## src/rtl/mac_operand_feeder.sv

```systemverilog
// Initiator side of a go/done MAC interface: queues operand pairs, issues them one at a
// time, captures each result into a single valid/ready slot, and watchdogs every operation.
module mac_operand_feeder #(
    parameter int DEPTH   = 4,
    parameter int TIMEOUT = 64
) (
    input  logic        clk,
    input  logic        rst,
    input  logic        wr_en,
    input  logic [3:0]  a_in,
    input  logic [3:0]  b_in,
    output logic        full,
    output logic        mac_go,
    output logic [3:0]  mac_a,
    output logic [3:0]  mac_b,
    input  logic        mac_done,
    input  logic [11:0] mac_out,
    output logic        res_valid,
    input  logic        res_ready,
    output logic [11:0] res_data,
    output logic        busy,
    output logic        timeout_err,
    output logic [7:0]  op_count
);

    localparam int AW = $clog2(DEPTH);
    localparam int CW = AW + 1;
    localparam int WW = $clog2(TIMEOUT + 1);
    localparam logic [CW-1:0] DEPTH_C   = CW'(DEPTH);
    localparam logic [WW-1:0] TIMEOUT_C = WW'(TIMEOUT);

    typedef enum logic [1:0] {IDLE, ISSUE, WAIT, ERR} state_t;

    state_t         state_q, state_d;
    logic [7:0]     mem_q [DEPTH];
    logic [7:0]     mem_d [DEPTH];
    logic [AW-1:0]  wr_ptr_q, wr_ptr_d;
    logic [AW-1:0]  rd_ptr_q, rd_ptr_d;
    logic [CW-1:0]  count_q, count_d;
    logic           full_q, full_d;
    logic           mac_go_q, mac_go_d;
    logic [3:0]     mac_a_q, mac_a_d;
    logic [3:0]     mac_b_q, mac_b_d;
    logic           res_valid_q, res_valid_d;
    logic [11:0]    res_data_q, res_data_d;
    logic [WW-1:0]  wd_q, wd_d;
    logic           timeout_err_q, timeout_err_d;
    logic [7:0]     op_count_q, op_count_d;

    logic           push;
    logic           pop;
    logic [7:0]     head;
    logic [WW-1:0]  wd_inc;

    // Pop only against the registered slot state, so a freed slot allows a pop one edge later.
    always_comb begin
        push   = wr_en && !full_q;
        pop    = (state_q == IDLE) && (count_q != '0) && !res_valid_q;
        head   = mem_q[rd_ptr_q];
        wd_inc = wd_q + 1'b1;

        mem_d    = mem_q;
        wr_ptr_d = wr_ptr_q;
        rd_ptr_d = rd_ptr_q;
        count_d  = count_q;

        if (push) begin
            mem_d[wr_ptr_q] = {a_in, b_in};
            wr_ptr_d        = wr_ptr_q + 1'b1;
        end
        if (pop) begin
            rd_ptr_d = rd_ptr_q + 1'b1;
        end
        case ({push, pop})
            2'b10:   count_d = count_q + 1'b1;
            2'b01:   count_d = count_q - 1'b1;
            default: count_d = count_q;
        endcase
        full_d = (count_d == DEPTH_C);
    end

    always_comb begin
        state_d       = state_q;
        mac_go_d      = 1'b0;
        mac_a_d       = mac_a_q;
        mac_b_d       = mac_b_q;
        res_valid_d   = res_valid_q;
        res_data_d    = res_data_q;
        wd_d          = wd_q;
        timeout_err_d = timeout_err_q;
        op_count_d    = op_count_q;

        if (res_valid_q && res_ready) begin
            res_valid_d = 1'b0;
        end

        case (state_q)
            IDLE: begin
                if (pop) begin
                    mac_a_d  = head[7:4];
                    mac_b_d  = head[3:0];
                    mac_go_d = 1'b1;
                    state_d  = ISSUE;
                end
            end
            ISSUE: begin
                wd_d    = '0;
                state_d = WAIT;
            end
            WAIT: begin
                if (mac_done) begin
                    res_data_d  = mac_out;
                    res_valid_d = 1'b1;
                    op_count_d  = op_count_q + 8'd1;
                    state_d     = IDLE;
                end else begin
                    wd_d = wd_inc;
                    if (wd_inc == TIMEOUT_C) begin
                        timeout_err_d = 1'b1;
                        state_d       = ERR;
                    end
                end
            end
            ERR: begin
                state_d = ERR;
            end
            default: begin
                state_d = IDLE;
            end
        endcase
    end

    always_ff @(posedge clk or negedge rst) begin
        if (!rst) begin
            state_q       <= IDLE;
            for (int i = 0; i < DEPTH; i++) begin
                mem_q[i] <= '0;
            end
            wr_ptr_q      <= '0;
            rd_ptr_q      <= '0;
            count_q       <= '0;
            full_q        <= 1'b0;
            mac_go_q      <= 1'b0;
            mac_a_q       <= '0;
            mac_b_q       <= '0;
            res_valid_q   <= 1'b0;
            res_data_q    <= '0;
            wd_q          <= '0;
            timeout_err_q <= 1'b0;
            op_count_q    <= '0;
        end else begin
            state_q       <= state_d;
            mem_q         <= mem_d;
            wr_ptr_q      <= wr_ptr_d;
            rd_ptr_q      <= rd_ptr_d;
            count_q       <= count_d;
            full_q        <= full_d;
            mac_go_q      <= mac_go_d;
            mac_a_q       <= mac_a_d;
            mac_b_q       <= mac_b_d;
            res_valid_q   <= res_valid_d;
            res_data_q    <= res_data_d;
            wd_q          <= wd_d;
            timeout_err_q <= timeout_err_d;
            op_count_q    <= op_count_d;
        end
    end

    assign full        = full_q;
    assign mac_go      = mac_go_q;
    assign mac_a       = mac_a_q;
    assign mac_b       = mac_b_q;
    assign res_valid   = res_valid_q;
    assign res_data    = res_data_q;
    assign busy        = (state_q != IDLE) || (count_q != '0);
    assign timeout_err = timeout_err_q;
    assign op_count    = op_count_q;

endmodule

```

## config.mk

```make
export PLATFORM = sky130hd
export DESIGN_NAME = mac_operand_feeder
export DESIGN_NICKNAME = d
export VERILOG_FILES = /design/src/rtl/mac_operand_feeder.sv
export SDC_FILE = /design/constraint.sdc
export NUM_CORES = 1
export LEC_CHECK = 0
export ABC_AREA = 1
export CELL_PAD_IN_SITES_DETAIL_PLACEMENT = 0
export CELL_PAD_IN_SITES_GLOBAL_PLACEMENT = 1
export CORE_MARGIN = 1.5
export CORE_UTILIZATION = 44
export DETAILED_ROUTE_END_ITERATION = 10
export PLACE_DENSITY_LB_ADDON = 0.1
export SETUP_SLACK_MARGIN = 0.4
export SKIP_CTS_REPAIR_TIMING = 1
export SYNTH_ARGS = -nofsm -noshare
export SYNTH_HDL_FRONTEND = slang
export SYNTH_SLANG_ARGS = --single-unit
export TNS_END_PERCENT = 50
```

## constraint.sdc

```tcl
create_clock -name clk -period 4.29 [get_ports clk]
set_input_delay 1.0725 -clock clk [delete_from_list [all_inputs] [get_ports clk]]
set_output_delay 1.0725 -clock clk [all_outputs]
set_load 0.1 [all_outputs]
```

# After elaboration in Yosys (flattened, before gate mapping)
# Cells that the tools add are included.
# classes
n_eq_ne,10
n_mux,18
bitwise_logic,3
addsub,6
n_reduce_logical,17
order_cmp,3
# op_table
cell,count
32-bit bitwise mux,1
8-bit two-way mux,3
8-bit binary-select mux with 2-bit select,1
8-bit demux with 2-bit select,1
7-bit case mux with 2 select lines,1
8-bit by 1-bit adder with 8-bit output (second input constant),1
2-bit case mux with 4 select lines,1
2-bit AND reduction,4
7-bit by 1-bit adder with 7-bit output (second input constant),1
7-bit equality test (second input constant),1
7-bit two-way mux,1
2-bit equality test (second input constant),3
3-bit >= comparator (second input constant),2
2-bit two-way mux,3
2-bit inverter with 3-bit output,2
3-bit case mux with 2 select lines,1
1-bit logical AND,5
1-bit two-way mux,5
2-bit by 1-bit adder with 2-bit output (second input constant),2
2-bit by 1-bit equality test with 1-bit output (second input constant),2
2-bit != test (second input constant),2
2-bit nonzero test,2
3-bit by 1-bit adder with 3-bit output (second input constant),1
3-bit equality test (second input constant),1
9 further kinds,10
# totals
register_bits,80
wordCells,74

# Logic depth before layout (Yosys ltp)
# Gate-level depths: netlist of run 1.
# logic_depth
depth_word,6
depth_mapped,11

# Worst setup path after synthesis of run 1
# No wires, ideal clock.
# synth_path
path_type,register to output
start,register state_q[0]
end,output busy
slack_ps,1778
t_arrival_ps,1440
stages_incl_launch_ff,3
cell_sequence,dfrtp_1 > nor2_1 > nand4_1
# synth_via
elab_chain_len,2
# synth_rtl
item,line_no,rtl
from (decl),34,"state_t state_q, state_d;"
from (signal assigned),152,state_q <= state_d;
2-bit nonzero test,175,assign busy = (state_q != IDLE) || (count_q != '0);
1-bit logical OR,175,
to (decl),21,"output logic busy,"
# Every way passes these cells.

# Worst setup path after layout of run 1
# Ends and elaborated chain as after synthesis.

==> results of run 1 <==
[metal layers]
layer  GRT usage [%]  up-vias
li1                -     1292
met1            25.3     1235
met2            27.2       55
met3            4.31        8
met4            5.00        0
met5               0        -
[worst max-delay path, cell delays in order (launching register included)]
cell and delay, ns:
sky130_fd_sc_hd__dfrtp_1 0.45, sky130_fd_sc_hd__nor2_1 0.09, sky130_fd_sc_hd__nand4_1 0.07, sky130_fd_sc_hd__clkdlybuf4s50_1 1.14
[placed cells by master, fill, tap and decap left out, drive strengths merged, types with 2 or more instances in the layout]
| cell type | synthesis | routed |
|---|---|---|
| bufinv | 0 | 3 |
| nor3b | 2 | 2 |
| ha | 7 | 7 |
| o22ai | 10 | 10 |
| o21ai | 58 | 58 |
| clkbuf | 0 | 11 |
| nand4 | 2 | 2 |
| clkdlybuf4s50 | 0 | 56 |
| xnor2 | 6 | 6 |
| inv | 30 | 30 |
| clkinvlp | 0 | 2 |
| xor2 | 4 | 4 |
| nand3 | 12 | 12 |
| dfrtp | 80 | 80 |
| nor2 | 32 | 32 |
| mux2 | 13 | 13 |
| nand2 | 89 | 89 |
| o21bai | 2 | 2 |
[final cells by class]
cell class,count,area [um^2]
Clock buffer,11,131
Clock inverter,5,105
Fill cell,701,3350
Inverter,31,116
Multi-Input combinational cell,241,1330
Sequential cell,80,2000
Tap cell,102,128
Timing Repair Buffer,57,568
[per-stage QoR]
stage | std cells | hold WS, ns | setup slack (ns) | util, %
floorplan | 362 | 0.448 | 1.78 | -
global placement | 511 | 0.459 | 1.31 | 53.6
detailed placement | 511 | 0.465 | 1.20 | 53.6
CTS | 527 | 0.477 | 1.10 | 56.6
global route | 527 | 0.504 | 1.02 | 56.6
finish | 527 | 0.470 | 1.12 | 56.6
[kinds of logic after synthesis]
logic type / count (synthesis) / synth area share (%)
and+or+nand+nor: 139 / 16.8
DFF: 80 / 57.2
AOI/OAI and AO/OA: 71 / 10.7
buffers and inverters: 41 / 4.90
muxes: 13 / 4.83
xor gates and xnor gates: 10 / 2.50
adders and majority gates: 8 / 3.07
[state kept, by name (all words and copies together) (netlist names), 2 cells and up]
register / flops
rd_ptr_q: 2
wr_ptr_q: 2
wd_q: 7
count_q: 3
op_count: 8
mac_b: 4
res_data: 12
mac_a: 4
state_q: 2
mem_q: 32
[worst min-delay path by stage]
stage                                       start                      end  slack [ns]  cells after the start
after floorplan             mem_q[10]$_DFFE_PN0P_    mem_q[10]$_DFFE_PN0P_        0.45                      2
after global placement    op_count[7]$_DFFE_PN0P_  op_count[7]$_DFFE_PN0P_        0.46                      1
after detailed placement     mac_b[1]$_DFFE_PN0P_     mac_b[1]$_DFFE_PN0P_        0.46                      2
after CTS                 op_count[7]$_DFFE_PN0P_  op_count[7]$_DFFE_PN0P_        0.48                      1
after global routing         mac_a[2]$_DFFE_PN0P_     mac_a[2]$_DFFE_PN0P_        0.50                      2
final                     op_count[7]$_DFFE_PN0P_  op_count[7]$_DFFE_PN0P_        0.47                      1
==> metrics.md, run 1 <==
| Metric | Value |
|---|---|
| Reg-to-reg setup timing slack | `roughly 1.6 ns` |
| Slew @ Worst Pin | `1.01 ns` |
| H-tree levels | `3` |
| Die H | `a little over 90 um` |
| Detailed Route WL | `around 6.9 mm` |
| Fraction of post-synthesis cell area in the top cell type by area | `57.2%` |
| Core area | `between 0.007 and 0.008 mm^2` |
| Final hold violation count | `0` |
| Initial cell density of the core | `45.3%` |
| Final Critical Period | `between 3 and 4 ns` |
| Top metal layer carrying routed signals | `met4` |
| Period utilisation layout | `73.9%` |
| Number of antenna violations at the first check in global routing | `0` |
| Worst Setup End Kind | `output pin` |
| Total of buffers placed on input and output ports | `57` |
| Via/cell ratio | `approximately 5` |
| Clock root cell | `sky130_fd_sc_hd__clkbuf_8` |
| Instance count of the mapped netlist | `362` |
| Number of primary I/O pins | `58` |
| Sort of element at the start of the critical path | `register` |
| Asr flop ratio synth | `between 90% and 100%` |
| Final Net Count | `453` |
| Global-route wire length before repair | `approximately 12 mm` |
| Placement Rows | `32` |
| Seq/Total Area, Yosys | `between 50 and 60%` |
| Critical Path Sink | `busy` |
| Main area contributors after synthesis | `sky130_fd_sc_hd__dfrtp_1, sky130_fd_sc_hd__nand2_1, sky130_fd_sc_hd__o21ai_0` |
| Setup repair after global routing missed its margin | `false` |
| Worst path arrival time | `2.10 ns` |
| Source of the critical timing path | `state_q[0]$_DFFE_PN0P_` |
| Final count of negative-setup-slack endpoints | `0` |
| Path class of the lowest-slack min-delay path | `reg -> reg` |
| Largest net degree at the start of global routing | `slightly above 80` |
| Endpoint of the worst register-to-register path | `full$_DFF_PN0_` |
| Startpoint of the most critical register-to-register path | `count_q[0]$_DFF_PN0_` |
| Placed Instance Area | `~0.0041 mm^2` |
| Final GP Congestion | `about 0.76` |
| Fraction of final layout cells sized beyond drive strength 1 | `between 8 and 9%` |
| Area overhead of the layout relative to synthesis | `25.1%` |
| Number of nets produced by synthesis | `395` |
| Status | `completed` |
| Total die area | `about 0.0085 mm^2` |
| Aggregate global-route resource usage | `17.8%` |
| Area of the mapped netlist | `0.00350 mm^2` |
| Yosys warning total | `0` |
| Most instantiated cells after synthesis | `sky130_fd_sc_hd__nand2_1, sky130_fd_sc_hd__dfrtp_1, sky130_fd_sc_hd__o21ai_0` |
| Critical path start-end classification | `reg -> out` |
| Detailed-route wire length per cell | `13.2 um` |
| Source-to-sink clock delay at the later pin of the worst-skew pair | `approximately 0.35 ns` |
| Clock tree from TritonCTS | `built` |
| WL met1 | `3.42 mm` |
| Inserted Clock Buffers | `9` |
| Iteration-0 DRC count of the detailed router | `about 130` |
| Number of distinct library cells after synthesis | `29` |
| Clock input transition at the sequential cells of the worst setup and hold paths | `around 0.08 ns` |
| Number of maximum-capacitance violations | `0` |
| Final instance area | `approximately 0.0044 mm^2` |
| Final routed DRC violation total | `0` |
| Met3 wire length | `slightly below 400 um` |
| EDFF count, synth | `0` |
| R2R cell count | `9` |
| Relative slew margins | `~33%` |
| Most common cell in the synthesized netlist | `sky130_fd_sc_hd__nand2_1` |
| Synth Register Bits | `80` |
| Critical path data required time | `between 3 and 4 ns` |
| Total vias in the final route | `around 2600` |
| Top cell type by total area after synthesis | `sky130_fd_sc_hd__dfrtp_1` |
| Clk buf depth | `2` |
| Clk sink count | `80` |
| Max Fanout on Critical Path | `5` |
| Detailed placement HPWL | `4.51 mm` |
| Primary flip-flop cell chosen by synthesis mapping | `sky130_fd_sc_hd__dfrtp_1` |
| Number of antenna cells inserted | `0` |
| Count of final max-slew check failures | `0` |
| Wire length on met2 | `around 3.1 mm` |
| Die W | `92.2 um` |
| Max Clock Skew | `roughly 0.011 ns` |
| Via count of the first global-routing pass | `approximately 2500` |
| Achievable clock frequency | `between 300 and 400 MHz` |
| Number of antenna-violating nets in the routed design | `0` |
| Total Neg Setup Slack | `0 ns` |
| Total iterations of the first detailed-routing run | `4` |
| Total congestion overflow | `0` |
| Post-synthesis area per instance | `between 9 and 10 um^2` |
Power of run 1 is left out: the tool's default activity adds up to more than one toggle a clock period on the data nets, which glitch-free logic cannot reach.
==> run 2: changes to the inputs <==
--- a/config.mk
+++ b/config.mk
@@ -9,7 +9,7 @@
 export CELL_PAD_IN_SITES_DETAIL_PLACEMENT = 0
 export CELL_PAD_IN_SITES_GLOBAL_PLACEMENT = 1
 export CORE_MARGIN = 1.5
-export CORE_UTILIZATION = 44
+export CORE_UTILIZATION = 41
 export DETAILED_ROUTE_END_ITERATION = 10
 export PLACE_DENSITY_LB_ADDON = 0.1
 export SETUP_SLACK_MARGIN = 0.4
==> constraint.sdc (replaced) <==
create_clock -name clk -period 3.3 [get_ports clk]
set_input_delay 0.825 -clock clk [delete_from_list [all_inputs] [get_ports clk]]
set_output_delay 0.825 -clock clk [all_outputs]
set_load 0.1 [all_outputs]
==> run 2 against run 1 <==
Clock-buffer cell count rose by 1. Global-route usage fell by 0.12 points. Core utilization fell by 4.7 points. Hold slack improved by 0.0086 ns. Highest routed layer unchanged.
==> metrics.md, run 2 (synthesis gave the netlist of run 1 again) <==
| Metric | Value |
|---|---|
| Global-route wire length before repair | `~12 mm` |
| Worst Setup End Kind | `register` |
| Clock root cell | `sky130_fd_sc_hd__clkbuf_8` |
| Startpoint of the most critical hold path | `op_count[7]$_DFFE_PN0P_` |
| Final Net Count | `around 450` |
| Total die area | `0.00910 mm^2` |
| Number of antenna-violating nets in the routed design | `0` |
| Achievable clock frequency | `just under 400 MHz` |
| Worst path arrival time | `2.77 ns` |
| Setup repair after global routing missed its margin | `false` |
| Number of fillers in the final layout | `roughly 800` |
| Clock tree from TritonCTS | `built` |
| Status | `completed` |
| Number of antenna cells inserted | `0` |
| Via/cell ratio | `approximately 4.8` |
| Critical-path top delay cell | `sky130_fd_sc_hd__dfrtp_1` |
| Commonest non-fill, non-tap cells in the layout | `sky130_fd_sc_hd__nand2_1, sky130_fd_sc_hd__dfrtp_1, sky130_fd_sc_hd__o21ai_0` |
| Iteration-0 DRC count of the detailed router | `about 110` |
| Source-to-sink clock delay at the later pin of the worst-skew pair | `between 0.3 and 0.4 ns` |
| Stage delay of the slowest cell on the critical path | `approximately 0.44 ns` |
| Via count of the first global-routing pass | `approximately 2500` |
| Detailed-route wire length per cell | `~13 um` |
| Area overhead of the layout relative to synthesis | `22.6%` |
| Number of flip-flops under the largest register name | `32` |
| Largest net degree at the start of global routing | `slightly above 80` |
| Number of antenna violations at the first check in global routing | `0` |
| Final count of negative-setup-slack endpoints | `0` |
| Register with the most flip-flops | `mem_q` |
| H-tree levels | `3` |
| Total congestion overflow | `0` |
| Inserted Clock Buffers | `9` |
| Critical path start-end classification | `reg -> reg` |
| Fraction of final layout cells sized beyond drive strength 1 | `around 17%` |
| Total of buffers placed on input and output ports | `57` |
| Core area | `just over 0.008 mm^2` |
| Final GP Congestion | `0.747` |
| Hold Path Stages | `1` |
| Startpoint of the most critical register-to-register path | `state_q[0]$_DFFE_PN0P_` |
| Crit path depth | `11` |
| Relative slew margins | `roughly 33%` |
| Reg area | `roughly 0.0020 mm^2` |
| Total iterations of the first detailed-routing run | `4` |
| Most common library cell in the layout ignoring fill and taps | `sky130_fd_sc_hd__nand2_1` |
| Clk buf depth | `2` |
| Slew @ Worst Pin | `approximately 1 ns` |
| Detailed Route WL | `between 7 and 8 mm` |
| Total vias in the final route | `about 2600` |
| Number of primary I/O pins | `between 50 and 60` |
| Detailed placement HPWL | `4.62 mm` |
| Final Critical Period | `2.52 ns` |
| Final hold violation count | `0` |
| Number of maximum-capacitance violations | `0` |
| Placement Rows | `33` |
| Die W | `roughly 95 um` |
| Largest delay contributor family on the critical path | `adder cells` |
| Count of final max-slew check failures | `0` |
| Area of the multi-input gates | `roughly 0.0013 mm^2` |
| Max Fanout on Critical Path | `12` |
| R2R cell count | `11` |
| Critical path data required time | `3.55 ns` |
| Total Neg Setup Slack | `0 ns` |
| Clock input transition at the sequential cells of the worst setup and hold paths | `around 0.090 ns` |
| Source of the critical timing path | `state_q[0]$_DFFE_PN0P_` |
| Path class of the lowest-slack min-delay path | `reg -> reg` |
| Crit-path cells | `nor3_1 -> nand2_1 -> buf_4 -> clkinv_1 -> ha_1 -> inv_1 -> fa_1 -> a21oi_1 -> o21ai_0 -> xor2_1 -> nor3b_1` |
| Crit path buffers/inverters | `3` |
| Die H | `around 95 um` |
| Aggregate global-route resource usage | `17.7%` |
| Sort of element at the start of the critical path | `register` |
| Period utilisation layout | `about three quarters` |
| Max Clock Skew | `between 0.01 and 0.015 ns` |
| Clk sink count | `80` |
| Final routed DRC violation total | `0` |
| Initial cell density of the core | `42.4%` |
==> run 2: area by class of cell <==
type / instances / share of cell area [%]
Clock buffer: 12 / 3.62
Clock inverter: 3 / 1.52
Inverter: 31 / 2.71
Multi-Input combinational cell: 241 / 30.9
Sequential cell: 80 / 46.7
Tap cell: 105 / 3.06
Timing Repair Buffer: 58 / 11.5
==> run 2: through the flow <==
| step | setup slack (ns) | hold WS (ns) | utilization, % | instance area [um^2] | cells |
|---|---|---|---|---|---|
| final | 0.779 | 0.479 | 51.9 | 4290 | 530 |
| after global routing | 0.552 | 0.504 | 51.9 | 4290 | 530 |
| after CTS | 0.757 | 0.485 | 51.9 | 4290 | 530 |
| after detailed placement | 0.449 | 0.467 | 49.3 | 4070 | 515 |
| after global placement | 0.573 | 0.463 | 49.3 | 4070 | 515 |
| after floorplan | 0.854 | 0.448 | - | 3500 | 362 |
==> run 2: layer usage <==
metal  part of all wire (%)  track usage (%)
met2                     46             27.2
met1                     49             24.3
met5                      0                0
met3                    3.2             3.51
met4                    1.7             7.84
==> run 2: path summary, 6_finish.rpt <==
kind / to / slack [ns]
max: full$_DFF_PN0_ / 0.78
min: op_count[7]$_DFFE_PN0P_ / 0.48
max reg2reg: full$_DFF_PN0_ / 0.78
min reg2reg: op_count[7]$_DFFE_PN0P_ / 0.48
max in group asynchronous: mem_q[12]$_DFFE_PN0P_ / 2.02
min in group asynchronous: mem_q[2]$_DFFE_PN0P_ / 0.63
Power of run 2 is left out for the same reason.
